--- config.mk ---
export PLATFORM = sky130hd
export DESIGN_NAME = galaxy_loader
export DESIGN_NICKNAME = d
export VERILOG_FILES = /design/src/rtl/galaxy_pkg.sv /design/src/rtl/galaxy_loader.sv
export SDC_FILE = /design/constraint.sdc
export NUM_CORES = 1
export LEC_CHECK = 0
export ABC_AREA = 1
export BUFFER_PORTS_ARGS = -buffer_cell sky130_fd_sc_hd__buf_2
export CAP_MARGIN = 10
export CORE_UTILIZATION = 28
export DETAILED_ROUTE_END_ITERATION = 8
export PLACE_DENSITY = 0.47
export SYNTH_ARGS = -nofsm -noshare
export SYNTH_HDL_FRONTEND = slang
export SYNTH_SLANG_ARGS = --single-unit
--- constraint.sdc ---
create_clock -name clk -period 1.4 [get_ports clk]
set_input_delay 0.14 -clock clk [delete_from_list [all_inputs] [get_ports clk]]
set_output_delay 0.14 -clock clk [all_outputs]
set_load 0.005 [all_outputs]
--- src/rtl/galaxy_pkg.sv ---
// Shared types and sizing constants for the galaxy download router.
package galaxy_pkg;

    localparam int unsigned CNT_W         = 25;
    localparam int unsigned ROM_AW        = 12;
    localparam int unsigned IMG_BYTES_DEF = 614400;
    localparam int unsigned ROM_BYTES_DEF = 4096;
    localparam int unsigned LOAD_BYTES    = IMG_BYTES_DEF + ROM_BYTES_DEF;

    typedef enum logic [2:0] {
        ST_IDLE,
        ST_ARMED,
        ST_SDRAM,
        ST_ROM,
        ST_FINISH
    } loader_state_t;

endpackage

--- src/rtl/galaxy_loader.sv ---
// Routes the ioctl byte stream: artwork to the SDRAM write port, program bytes
// to the ROM injection port, with HPS back-pressure and completion reporting.
module galaxy_loader
    import galaxy_pkg::*;
#(
    parameter int unsigned IMG_BYTES = IMG_BYTES_DEF,
    parameter int unsigned ROM_BYTES = ROM_BYTES_DEF
) (
    input  logic                clk,
    input  logic                reset_n,
    input  logic                ioctl_download,
    input  logic                ioctl_wr,
    input  logic [CNT_W-1:0]    ioctl_addr,
    input  logic [7:0]          ioctl_dout,
    output logic                ioctl_wait,
    output logic [CNT_W-1:0]    sdram_addr,
    output logic [7:0]          sdram_din,
    output logic                sdram_we,
    input  logic                sdram_ack,
    output logic                rom_we,
    output logic [ROM_AW-1:0]   rom_addr,
    output logic [7:0]          rom_data,
    output logic                loading,
    output logic                done,
    output logic                error
);

    localparam logic [CNT_W-1:0] IMG_END  = CNT_W'(IMG_BYTES);
    localparam logic [CNT_W-1:0] LOAD_END = CNT_W'(IMG_BYTES + ROM_BYTES);

    loader_state_t    state;
    loader_state_t    state_next;
    logic             download_q;
    logic             download_rise;
    logic [CNT_W-1:0] cnt;
    logic [CNT_W-1:0] cnt_next;
    logic             error_next;
    logic             done_next;
    logic             take_sdram;
    logic             take_rom;

    assign download_rise = ioctl_download & ~download_q;

    // State register.
    always_ff @(posedge clk or negedge reset_n) begin
        if (!reset_n) begin
            state <= ST_IDLE;
        end else begin
            state <= state_next;
        end
    end

    // Next-state, byte routing and status decisions.
    always_comb begin
        state_next = state;
        cnt_next   = cnt;
        error_next = error;
        done_next  = done;
        take_sdram = 1'b0;
        take_rom   = 1'b0;
        case (state)
            ST_IDLE: begin
                if (download_rise) begin
                    state_next = ST_ARMED;
                    cnt_next   = '0;
                    error_next = 1'b0;
                    done_next  = 1'b0;
                end
            end
            ST_ARMED: begin
                if (ioctl_wr) begin
                    // Misaddressed bytes are flagged but still routed by count.
                    if (ioctl_addr != cnt) begin
                        error_next = 1'b1;
                    end
                    if (cnt < IMG_END) begin
                        take_sdram = 1'b1;
                        state_next = ST_SDRAM;
                    end else if (cnt < LOAD_END) begin
                        take_rom   = 1'b1;
                        state_next = ST_ROM;
                    end else begin
                        error_next = 1'b1;
                    end
                end else if (!ioctl_download) begin
                    state_next = ST_FINISH;
                end
            end
            ST_SDRAM: begin
                if (ioctl_wr) begin
                    error_next = 1'b1;
                end
                if (sdram_ack) begin
                    cnt_next   = cnt + CNT_W'(1);
                    state_next = ST_ARMED;
                end
            end
            ST_ROM: begin
                if (ioctl_wr) begin
                    error_next = 1'b1;
                end
                cnt_next   = cnt + CNT_W'(1);
                state_next = ST_ARMED;
            end
            ST_FINISH: begin
                if (cnt == LOAD_END) begin
                    done_next = ~error;
                end else begin
                    done_next  = 1'b0;
                    error_next = 1'b1;
                end
                state_next = ST_IDLE;
            end
            default: begin
                state_next = ST_IDLE;
            end
        endcase
    end

    // Registered datapath and outputs; reset abandons any pending write.
    always_ff @(posedge clk or negedge reset_n) begin
        if (!reset_n) begin
            download_q <= 1'b0;
            cnt        <= '0;
            error      <= 1'b0;
            done       <= 1'b0;
            sdram_we   <= 1'b0;
            ioctl_wait <= 1'b0;
            rom_we     <= 1'b0;
            loading    <= 1'b0;
            sdram_addr <= '0;
            sdram_din  <= '0;
            rom_addr   <= '0;
            rom_data   <= '0;
        end else begin
            download_q <= ioctl_download;
            cnt        <= cnt_next;
            error      <= error_next;
            done       <= done_next;
            sdram_we   <= (state_next == ST_SDRAM);
            rom_we     <= (state_next == ST_ROM);
            ioctl_wait <= (state_next == ST_SDRAM) || (state_next == ST_ROM);
            loading    <= (state_next != ST_IDLE);
            if (take_sdram) begin
                sdram_addr <= cnt;
                sdram_din  <= ioctl_dout;
            end
            if (take_rom) begin
                rom_addr <= ROM_AW'(cnt - IMG_END);
                rom_data <= ioctl_dout;
            end
        end
    end

endmodule

==> reports/results.ini, run 1 <==
[route]
vias = 5193
detail_route.wl_per_cell_um = 15.9
drtPass1Iterations = 6
detail_route.wirelength_um = 18100
route.detailed.drc = 0
drtIter0Drc = 230
post_drt_via_cell_ratio = 4.57
ant_nets = 0

[synthesis]
syn-num-nets = 692
yosysWarnings = 0
synth_area_leaders = sky130_fd_sc_hd__dfrtp_1 (47%), sky130_fd_sc_hd__nand2_1 (20%), sky130_fd_sc_hd__o21ai_1 (5.5%)
synth.cells.most_frequent = sky130_fd_sc_hd__nand2_1 (255), sky130_fd_sc_hd__dfrtp_1 (88), sky130_fd_sc_hd__inv_1 (68)
synth_area_leader_cell = sky130_fd_sc_hd__dfrtp_1
postSynth.topFlopCell = sky130_fd_sc_hd__dfrtp_1
async_reset_ff_share_pct = 100
share_of_synthesized_area_occupied_by_flip_flops_and_latches_pct = 47.1
synthCells = 653
post_synth.cell_area_avg_um2 = 7.16
yosysMostFrequentCell = sky130_fd_sc_hd__nand2_1
synth.lib_cells_used.distinct = 30
ys_seq_elements = 88
synth-edff-count = 0
synth_area_um2 = 4680
yosysTopAreaCellShare_pct = 47.1

[floorplanning]
num_rows = 46
dieArea_um2 = 17200
coreArea_um2 = 16100
dieWidth_um = 131
floorplan.initialDensity_pct = 29.0
num_io_pins = 97
die_y_um = 131

[cells_and_area]
final_net_count = 954
post_route_cells_drive_above_1_share_pct = 51.4
instances_no_fill = 1136
synthToLayoutAreaGrowth_pct = 71.4
number_of_antenna_cells_inserted = 0

[grt]
grt_antenna_before_repair = 0
grt_max_degree = 62
grtUsageTotal_pct = 19.7
via_count_of_the_first_global_routing_pass = 5082
sum_of_overflow_across_all_layers_after_global_routing = 0
grt_first_pass_wirelength_um = 26600

[worst_setup_path]
data_required_time_at_the_worst_endpoint_ns = 1.68
regToRegStartpoint = state[1]$_DFF_PN0_
timing.critical_path.fanout_max = 6
r2r_cells = 8
worst_setup_path_start_kind = register
cp-end-kind = register
reg2reg_setup_slack_ns = -0.19
timing.rr.end = cnt[10]$_DFFE_PN0P_
path_class = reg2reg
critPathArrivalTime_ns = 1.86

[timing]
final.min_clock_period_ns = 1.59
fin_ws_ns = -0.187
fmax_mhz = 630
setup_repair_after_global_routing_missed_its_margin = yes
finalMaxSlewViolations = 0
final_setup_fails = 77
final.setup_skew_ns = 0.00593
timing.max_slew.rel_slack_pct = 77.8
worst-slew-pin-transition_ns = 0.332
final_min_period_over_clock_period_pct = 113
final_hold_viol_count = 0

[clocking]
tritoncts = built
clkLatencyLatePin_ns = 0.35
clock_h_tree_levels = 3
cts_buffers = 9
numClockSinks = 88
cts_max_path_buffers = 2
clk_transition_reported_paths_ns = 0.07
cts_root_buffer = sky130_fd_sc_hd__clkbuf_16

[placement]
post-dp-hpwl_um = 12000
number_of_instances_in_the_placed_design = 1060
io_buffers = 96
preCtsSetupSlack_ns = -0.245
gp_congestion = 0.875

[worst_hold_path]
worst_hold_path_ep = rom_data[0]$_DFFE_PN0P_
worstHoldStart = ioctl_dout[0]
holdCritPathClass = in2reg
worst_hold_path.num_cells = 3

[pwr]
p_per_cell_area_nw_per_um2 = 1160
power.ir.vdd_worst_mv = 0.624
total_power_mw = 9.31
total_leakage_power_nw = 4.32

[status]
run_status = finished with violations
failed_checks = negative setup slack

[job]
max_cap_violations = 0

## how the worst max path moves through the flow
stage,to,from,depth (start not counted),slack [ns]
6_report,cnt[10]$_DFFE_PN0P_,state[1]$_DFF_PN0_,8,-0.19
3_5_place_dp,cnt[11]$_DFFE_PN0P_,cnt[9]$_DFFE_PN0P_,8,-0.24
3_3_place_gp,rom_we$_DFF_PN0_,cnt[18]$_DFFE_PN0P_,8,-0.22
2_1_floorplan,cnt[14]$_DFFE_PN0P_,cnt[1]$_DFFE_PN0P_,8,0.02
4_1_cts,rom_addr[2]$_DFFE_PN0P_,cnt[24]$_DFFE_PN0P_,12,-0.15
5_1_grt,sdram_addr[0]$_DFFE_PN0P_,cnt[21]$_DFFE_PN0P_,9,-0.28
## metrics by stage
stage / area (um^2) / hold slack (ns) / setup TNS [ns] / utilization [%]
after floorplan: 4700 / -0.156 / 0 / -
after global placement: 6270 / 0.150 / -9.29 / 38.9
after detailed placement: 6270 / 0.150 / -12.35 / 38.9
after CTS: 7230 / 0.0127 / -5.82 / 44.8
after global routing: 8020 / 0.0314 / -17.19 / 49.7
final: 8020 / 0.0154 / -9.94 / 49.7
## logic make-up after synthesis
kind of cell,Yosys count,share of synthesized area (%)
AND/OR/NAND/NOR,377,33.4
adder cells (fa/ha/maj),1,0.267
XOR/XNOR,10,1.87
AO/OA/AOI/OAI,75,8.24
buffers and inverters,102,9.12
flip-flops,88,47.1
## state kept, by name (all words and copies together) (netlist names)
signal and count:
cnt 25, sdram_addr 25, rom_addr 12, rom_data 8
sdram_din 8, state 3, done 1, download_q 1
error 1, ioctl_wait 1, loading 1, rom_we 1
sdram_we 1
## metal layers
metal  vias up  global-route usage [%]  part of all wire (%)
met5         -                       0                     0
met4         0                    8.24                   2.2
met3        28                    3.20                   4.7
met2       126                    32.6                    50
met1      2461                    25.3                    44
li1       2578                       -                     -
## area by class of cell
| type | instances | area [um^2] |
|---|---|---|
| Fill cell | 1604 | 8100 |
| Clock buffer | 10 | 239 |
| Multi-Input combinational cell | 463 | 2750 |
| Clock inverter | 6 | 67.6 |
| Timing Repair Buffer | 275 | 2160 |
| Sequential cell | 88 | 2220 |
| Inverter | 78 | 305 |
| Tap cell | 216 | 270 |
## worst max-delay path, cell delays in order, from the launching register on
cell	delay [ns]
sky130_fd_sc_hd__dfrtp_2	0.44
sky130_fd_sc_hd__buf_6	0.13
sky130_fd_sc_hd__nor2_4	0.14
sky130_fd_sc_hd__nand3_2	0.13
sky130_fd_sc_hd__nand2_4	0.12
sky130_fd_sc_hd__buf_12	0.15
sky130_fd_sc_hd__nand3_4	0.09
sky130_fd_sc_hd__o21ai_1	0.13
sky130_fd_sc_hd__a21boi_2	0.16
## where the power goes
part / internal (mW) / leakage, nW / switching (mW) / total (mW)
Combinational: 1.71 / 3.00 / 1.83 / 3.54
Clock: 1.44 / 0.145 / 1.08 / 2.52
Sequential: 2.95 / 1.17 / 0.310 / 3.26
Total: 6.09 / 4.32 / 3.22 / 9.31
## cells in the final DEF (no fill, tap or decap), types with 14 or more instances in the layout
| master | n |
|---|---|
| sky130_fd_sc_hd__nand2_1 | 217 |
| sky130_fd_sc_hd__buf_4 | 127 |
| sky130_fd_sc_hd__buf_2 | 95 |
| sky130_fd_sc_hd__dfrtp_1 | 73 |
| sky130_fd_sc_hd__inv_1 | 51 |
| sky130_fd_sc_hd__buf_6 | 35 |
| sky130_fd_sc_hd__o21ai_1 | 34 |
| sky130_fd_sc_hd__nand2_2 | 27 |
| sky130_fd_sc_hd__nor2_2 | 24 |
| sky130_fd_sc_hd__inv_2 | 23 |
| sky130_fd_sc_hd__o21ai_2 | 23 |
| sky130_fd_sc_hd__nor2_1 | 22 |
| sky130_fd_sc_hd__nor2_4 | 15 |
| sky130_fd_sc_hd__dfrtp_2 | 15 |
| sky130_fd_sc_hd__nand4_1 | 14 |
| sky130_fd_sc_hd__clkbuf_16 | 14 |
## what timing repair did
item,4_1_cts,5_1_grt
hold buffers,4,0
endpoints found under the hold margin,92,0
buffers inserted,28,27
setup endpoints to repair,84,83
gates cloned,2,6
gates resized for setup,112,148
pin swaps,46,86
(Power assumes the default switching activity.)
==> run 2, diff against run 1 <==
--- a/config.mk
+++ b/config.mk
@@ -5,12 +5,11 @@
 export SDC_FILE = /design/constraint.sdc
 export NUM_CORES = 1
 export LEC_CHECK = 0
-export ABC_AREA = 1
 export BUFFER_PORTS_ARGS = -buffer_cell sky130_fd_sc_hd__buf_2
 export CAP_MARGIN = 10
 export CORE_UTILIZATION = 28
 export DETAILED_ROUTE_END_ITERATION = 8
-export PLACE_DENSITY = 0.47
+export PLACE_DENSITY = 0.46
 export SYNTH_ARGS = -nofsm -noshare
 export SYNTH_HDL_FRONTEND = slang
 export SYNTH_SLANG_ARGS = --single-unit
==> constraint.sdc (replaced) <==
create_clock -name clk -period 1.5 [get_ports clk]
set_input_delay 0.15 -clock clk [delete_from_list [all_inputs] [get_ports clk]]
set_output_delay 0.15 -clock clk [all_outputs]
set_load 0.005 [all_outputs]
==> reports/results.ini, run 2 <==
[synthesis]
yosysMostFrequentCell = sky130_fd_sc_hd__dfrtp_1  ; was sky130_fd_sc_hd__nand2_1
synth_area_leader_cell = sky130_fd_sc_hd__dfrtp_1  ; unchanged
synth.cells.most_frequent = sky130_fd_sc_hd__dfrtp_1 (88), sky130_fd_sc_hd__mux2_2 (47), sky130_fd_sc_hd__xor2_1 (40)  ; was sky130_fd_sc_hd__nand2_1 (255), sky130_fd_sc_hd__dfrtp_1 (88), sky130_fd_sc_hd__inv_1 (68)
yosysTopAreaCellShare_pct = 54.2  ; was 47.1%
share_of_synthesized_area_occupied_by_flip_flops_and_latches_pct = 54.2  ; was 47.1%
synth_area_leaders = sky130_fd_sc_hd__dfrtp_1 (54%), sky130_fd_sc_hd__mux2_2 (13%), sky130_fd_sc_hd__xor2_1 (8.6%)  ; was sky130_fd_sc_hd__dfrtp_1 (47%), sky130_fd_sc_hd__nand2_1 (20%), sky130_fd_sc_hd__o21ai_1 (5.5%)
post_synth.cell_area_avg_um2 = 11.6  ; was 7.16 um^2
yosysWarnings = 0  ; unchanged
ys_seq_elements = 88  ; unchanged
synthCells = 350  ; was 653
synth.lib_cells_used.distinct = 39  ; was 30
synth_area_um2 = 4070  ; was 4680 um^2
postSynth.topFlopCell = sky130_fd_sc_hd__dfrtp_1  ; unchanged
async_reset_ff_share_pct = 100  ; unchanged
synth-edff-count = 0  ; unchanged
syn-num-nets = 389  ; was 692

[cells_and_area]
final_cell_mix = sky130_fd_sc_hd__buf_2 (97), sky130_fd_sc_hd__dfrtp_1 (87), sky130_fd_sc_hd__buf_4 (87)  ; was sky130_fd_sc_hd__nand2_1 (217), sky130_fd_sc_hd__buf_4 (127), sky130_fd_sc_hd__buf_2 (95)
final_design_area_no_fill_um2 = 6600  ; was 8020 um^2
post_route_cells_drive_above_1_share_pct = 58.4  ; was 51.4%
final_net_count = 592  ; was 954
synthToLayoutAreaGrowth_pct = 62.3  ; was 71.4%
num-fill-cells = 1295  ; was 1604
instances_no_fill = 738  ; was 1136
final_common_cell = sky130_fd_sc_hd__buf_2  ; was sky130_fd_sc_hd__nand2_1
number_of_antenna_cells_inserted = 0  ; unchanged
reg_top3 = cnt x25, sdram_addr x25, rom_addr x12  ; unchanged

[clocking]
clkLatencyLatePin_ns = 0.35  ; about the same
cts_max_path_buffers = 2  ; unchanged
clk_transition_reported_paths_ns = 0.06  ; was 0.07 ns
numClockSinks = 88  ; unchanged
cts_buffers = 9  ; unchanged
tritoncts = built  ; unchanged
clock_h_tree_levels = 3  ; unchanged
cts_root_buffer = sky130_fd_sc_hd__clkbuf_16  ; unchanged

[route]
drtIter0Drc = 144  ; was 230
vias = 3431  ; was 5193
detail_route.wl_per_cell_um = 16.9  ; was 15.9 um
drtPass1Iterations = 4  ; was 6
route.detailed.drc = 0  ; unchanged
post_drt_via_cell_ratio = 4.65  ; was 4.57
ant_nets = 0  ; unchanged
detail_route.wirelength_um = 12500  ; was 18100 um

[placement]
io_buffers = 96  ; unchanged
place_area_um2 = 5600  ; was 6270 um^2
post-dp-hpwl_um = 8540  ; was 12000 um
gp_congestion = 0.790  ; was 0.875
number_of_instances_in_the_placed_design = 689  ; was 1060

[timing]
finalMaxSlewViolations = 0  ; unchanged
final.min_clock_period_ns = 2.10  ; was 1.59 ns
final.setup_skew_ns = 0.00501  ; was 0.00593 ns
fin_setup_tns_ns = -40.17  ; was -9.94 ns
fmax_mhz = 476  ; was 630 MHz
fin_ws_ns = -0.599  ; was -0.187 ns
final_min_period_over_clock_period_pct = 140  ; was 113%
final_hold_viol_count = 0  ; unchanged
worst-slew-pin-transition_ns = 0.572  ; was 0.332 ns
final_setup_fails = 86  ; was 77
setup_repair_after_global_routing_missed_its_margin = yes  ; unchanged
timing.max_slew.rel_slack_pct = 61.6  ; was 77.8%

[pwr]
p_per_cell_area_nw_per_um2 = 1130  ; was 1160 nW/um^2
power.ir.vdd_worst_mv = 0.573  ; was 0.624 mV
total_leakage_power_nw = 3.39  ; was 4.32 nW
total_power_mw = 7.44  ; was 9.31 mW

[worst_setup_path]
slowest_stage = sky130_fd_sc_hd__or4b_4  ; was sky130_fd_sc_hd__dfrtp_2
timing.critical_path.fanout_max = 6  ; unchanged
critical_path.n_buffers_inverters = 0  ; was 2
worst_path_largest_cell_delay_ns = 0.58  ; was 0.44 ns
worst_setup_path_start_kind = register  ; unchanged
cp-end-kind = register  ; unchanged
critPathArrivalTime_ns = 2.38  ; was 1.86 ns
critical_path.top_delay_family = simple AND/OR/NAND/NOR gates  ; unchanged
path_class = reg2reg  ; unchanged
data_required_time_at_the_worst_endpoint_ns = 1.78  ; was 1.68 ns
cp_cell_sequence = or4b_4, a211oi_4, nand4_4, or4_4, a21oi_2  ; was buf_6, nor2_4, nand3_2, nand2_4, buf_12, nand3_4, o21ai_1, a21boi_2

[floorplanning]
num_io_pins = 97  ; unchanged
dieArea_um2 = 15000  ; was 17200 um^2
floorplan.initialDensity_pct = 29.0  ; about the same
num_rows = 43  ; was 46
coreArea_um2 = 14000  ; was 16100 um^2
dieWidth_um = 123  ; was 131 um
die_y_um = 123  ; was 131 um

[status]
failed_checks = negative setup slack  ; unchanged
run_status = finished with violations  ; unchanged

[grt]
grt_first_pass_wirelength_um = 19600  ; was 26600 um
grt_antenna_before_repair = 0  ; unchanged
via_count_of_the_first_global_routing_pass = 3486  ; was 5082
sum_of_overflow_across_all_layers_after_global_routing = 0  ; unchanged
grtUsageTotal_pct = 17.7  ; was 19.7%
grt_max_degree = 41  ; was 62

[worst_hold_path]
holdCritPathClass = in2reg  ; unchanged

[job]
max_cap_violations = 0  ; unchanged

==> run 2: cell count changes after synthesis, sizes merged, moves of 13 or more <==
cell    before  now
inv         78    3
nand2      257   12
clkbuf       3   19
mux2         0   48
nand3       27   10
buf         21    7
nor2        61   27
nor3        17    4
xor2         5   40
o21ai       64    7
==> run 2: final timing paths <==
check	to	startpoint	depth (start not counted)	slack, ns
setup reg to reg	cnt[23]$_DFFE_PN0P_	download_q$_DFF_PN0_	5	-0.60
setup / recovery	cnt[23]$_DFFE_PN0P_	download_q$_DFF_PN0_	5	-0.60
max in group asynchronous	sdram_addr[0]$_DFFE_PN0P_	reset_n	3	0.65
hold / removal	download_q$_DFF_PN0_	ioctl_download	2	0.04
min in group asynchronous	sdram_addr[22]$_DFFE_PN0P_	reset_n	2	0.28
hold reg to reg	sdram_addr[20]$_DFFE_PN0P_	sdram_addr[20]$_DFFE_PN0P_	1	0.50
==> run 2: area by class of cell <==
cell class	instances	area (um^2)	share of cell area [%]
clock buffers	10	239	3.62
clock inverters	6	66.3	1.00
inverters	3	11.3	0.171
multi-input cells	233	2220	33.6
flip-flops and latches	88	2200	33.4
well taps	180	225	3.41
repair buffers	218	1630	24.8
==> run 2: kinds of logic (layout without fill, tap and decap cells) <==
| logic type | count (synthesis) | in the layout | synth area share [%] |
|---|---|---|---|
| AOI/OAI and AO/OA | 25 | 25 | 4.18 |
| adders and majority gates | 1 | 1 | 0.308 |
| muxes | 49 | 49 | 13.5 |
| DFF | 88 | 88 | 54.2 |
| and+or+nand+nor | 115 | 115 | 15.7 |
| buffers and inverters | 29 | 237 | 2.86 |
| xor gates and xnor gates | 43 | 43 | 9.26 |
==> run 2: repair_timing <==
| item | in CTS | in global routing |
|---|---|---|
| setup buffers | 13 | 19 |
| cloned | 7 | 3 |
| hold buffers | 1 | 0 |
| endpoints found under the setup margin | 86 | 86 |
| hold endpoints to repair | 28 | 0 |
| pin swaps | 20 | 24 |
| gates resized for setup | 58 | 39 |
==> run 2: per-layer routing <==
layer	global-route usage, %	share of wire (%)	vias up	wire length (um)
li1	-	-	1640	-
met1	25.5	49	1695	6100
met2	26.6	46	83	5710
met3	2.60	3.9	13	485
met4	6.86	1.7	0	208
met5	0	0	-	0
==> run 2: stage by stage <==
step,util (%),worst slack (ns),hold slack (ns)
global route,47.0,-0.653,0.0387
CTS,45.3,-0.576,0.0323
floorplan,-,-0.543,-0.146
finish,47.0,-0.599,0.0383
global placement,39.9,-0.724,0.118
detailed placement,39.9,-0.734,0.118
==> run 2: worst reg2reg max path, cell delays in order (launching register included) <==
cell	delay [ns]
sky130_fd_sc_hd__dfrtp_1	0.38
sky130_fd_sc_hd__or4b_4	0.58
sky130_fd_sc_hd__a211oi_4	0.33
sky130_fd_sc_hd__nand4_4	0.17
sky130_fd_sc_hd__or4_4	0.45
sky130_fd_sc_hd__a21oi_2	0.13
==> run 2: power by group <==
group / switching, mW / internal, mW
clock network: 0.979 / 1.34
registers: 0.183 / 2.62
logic: 0.987 / 1.32
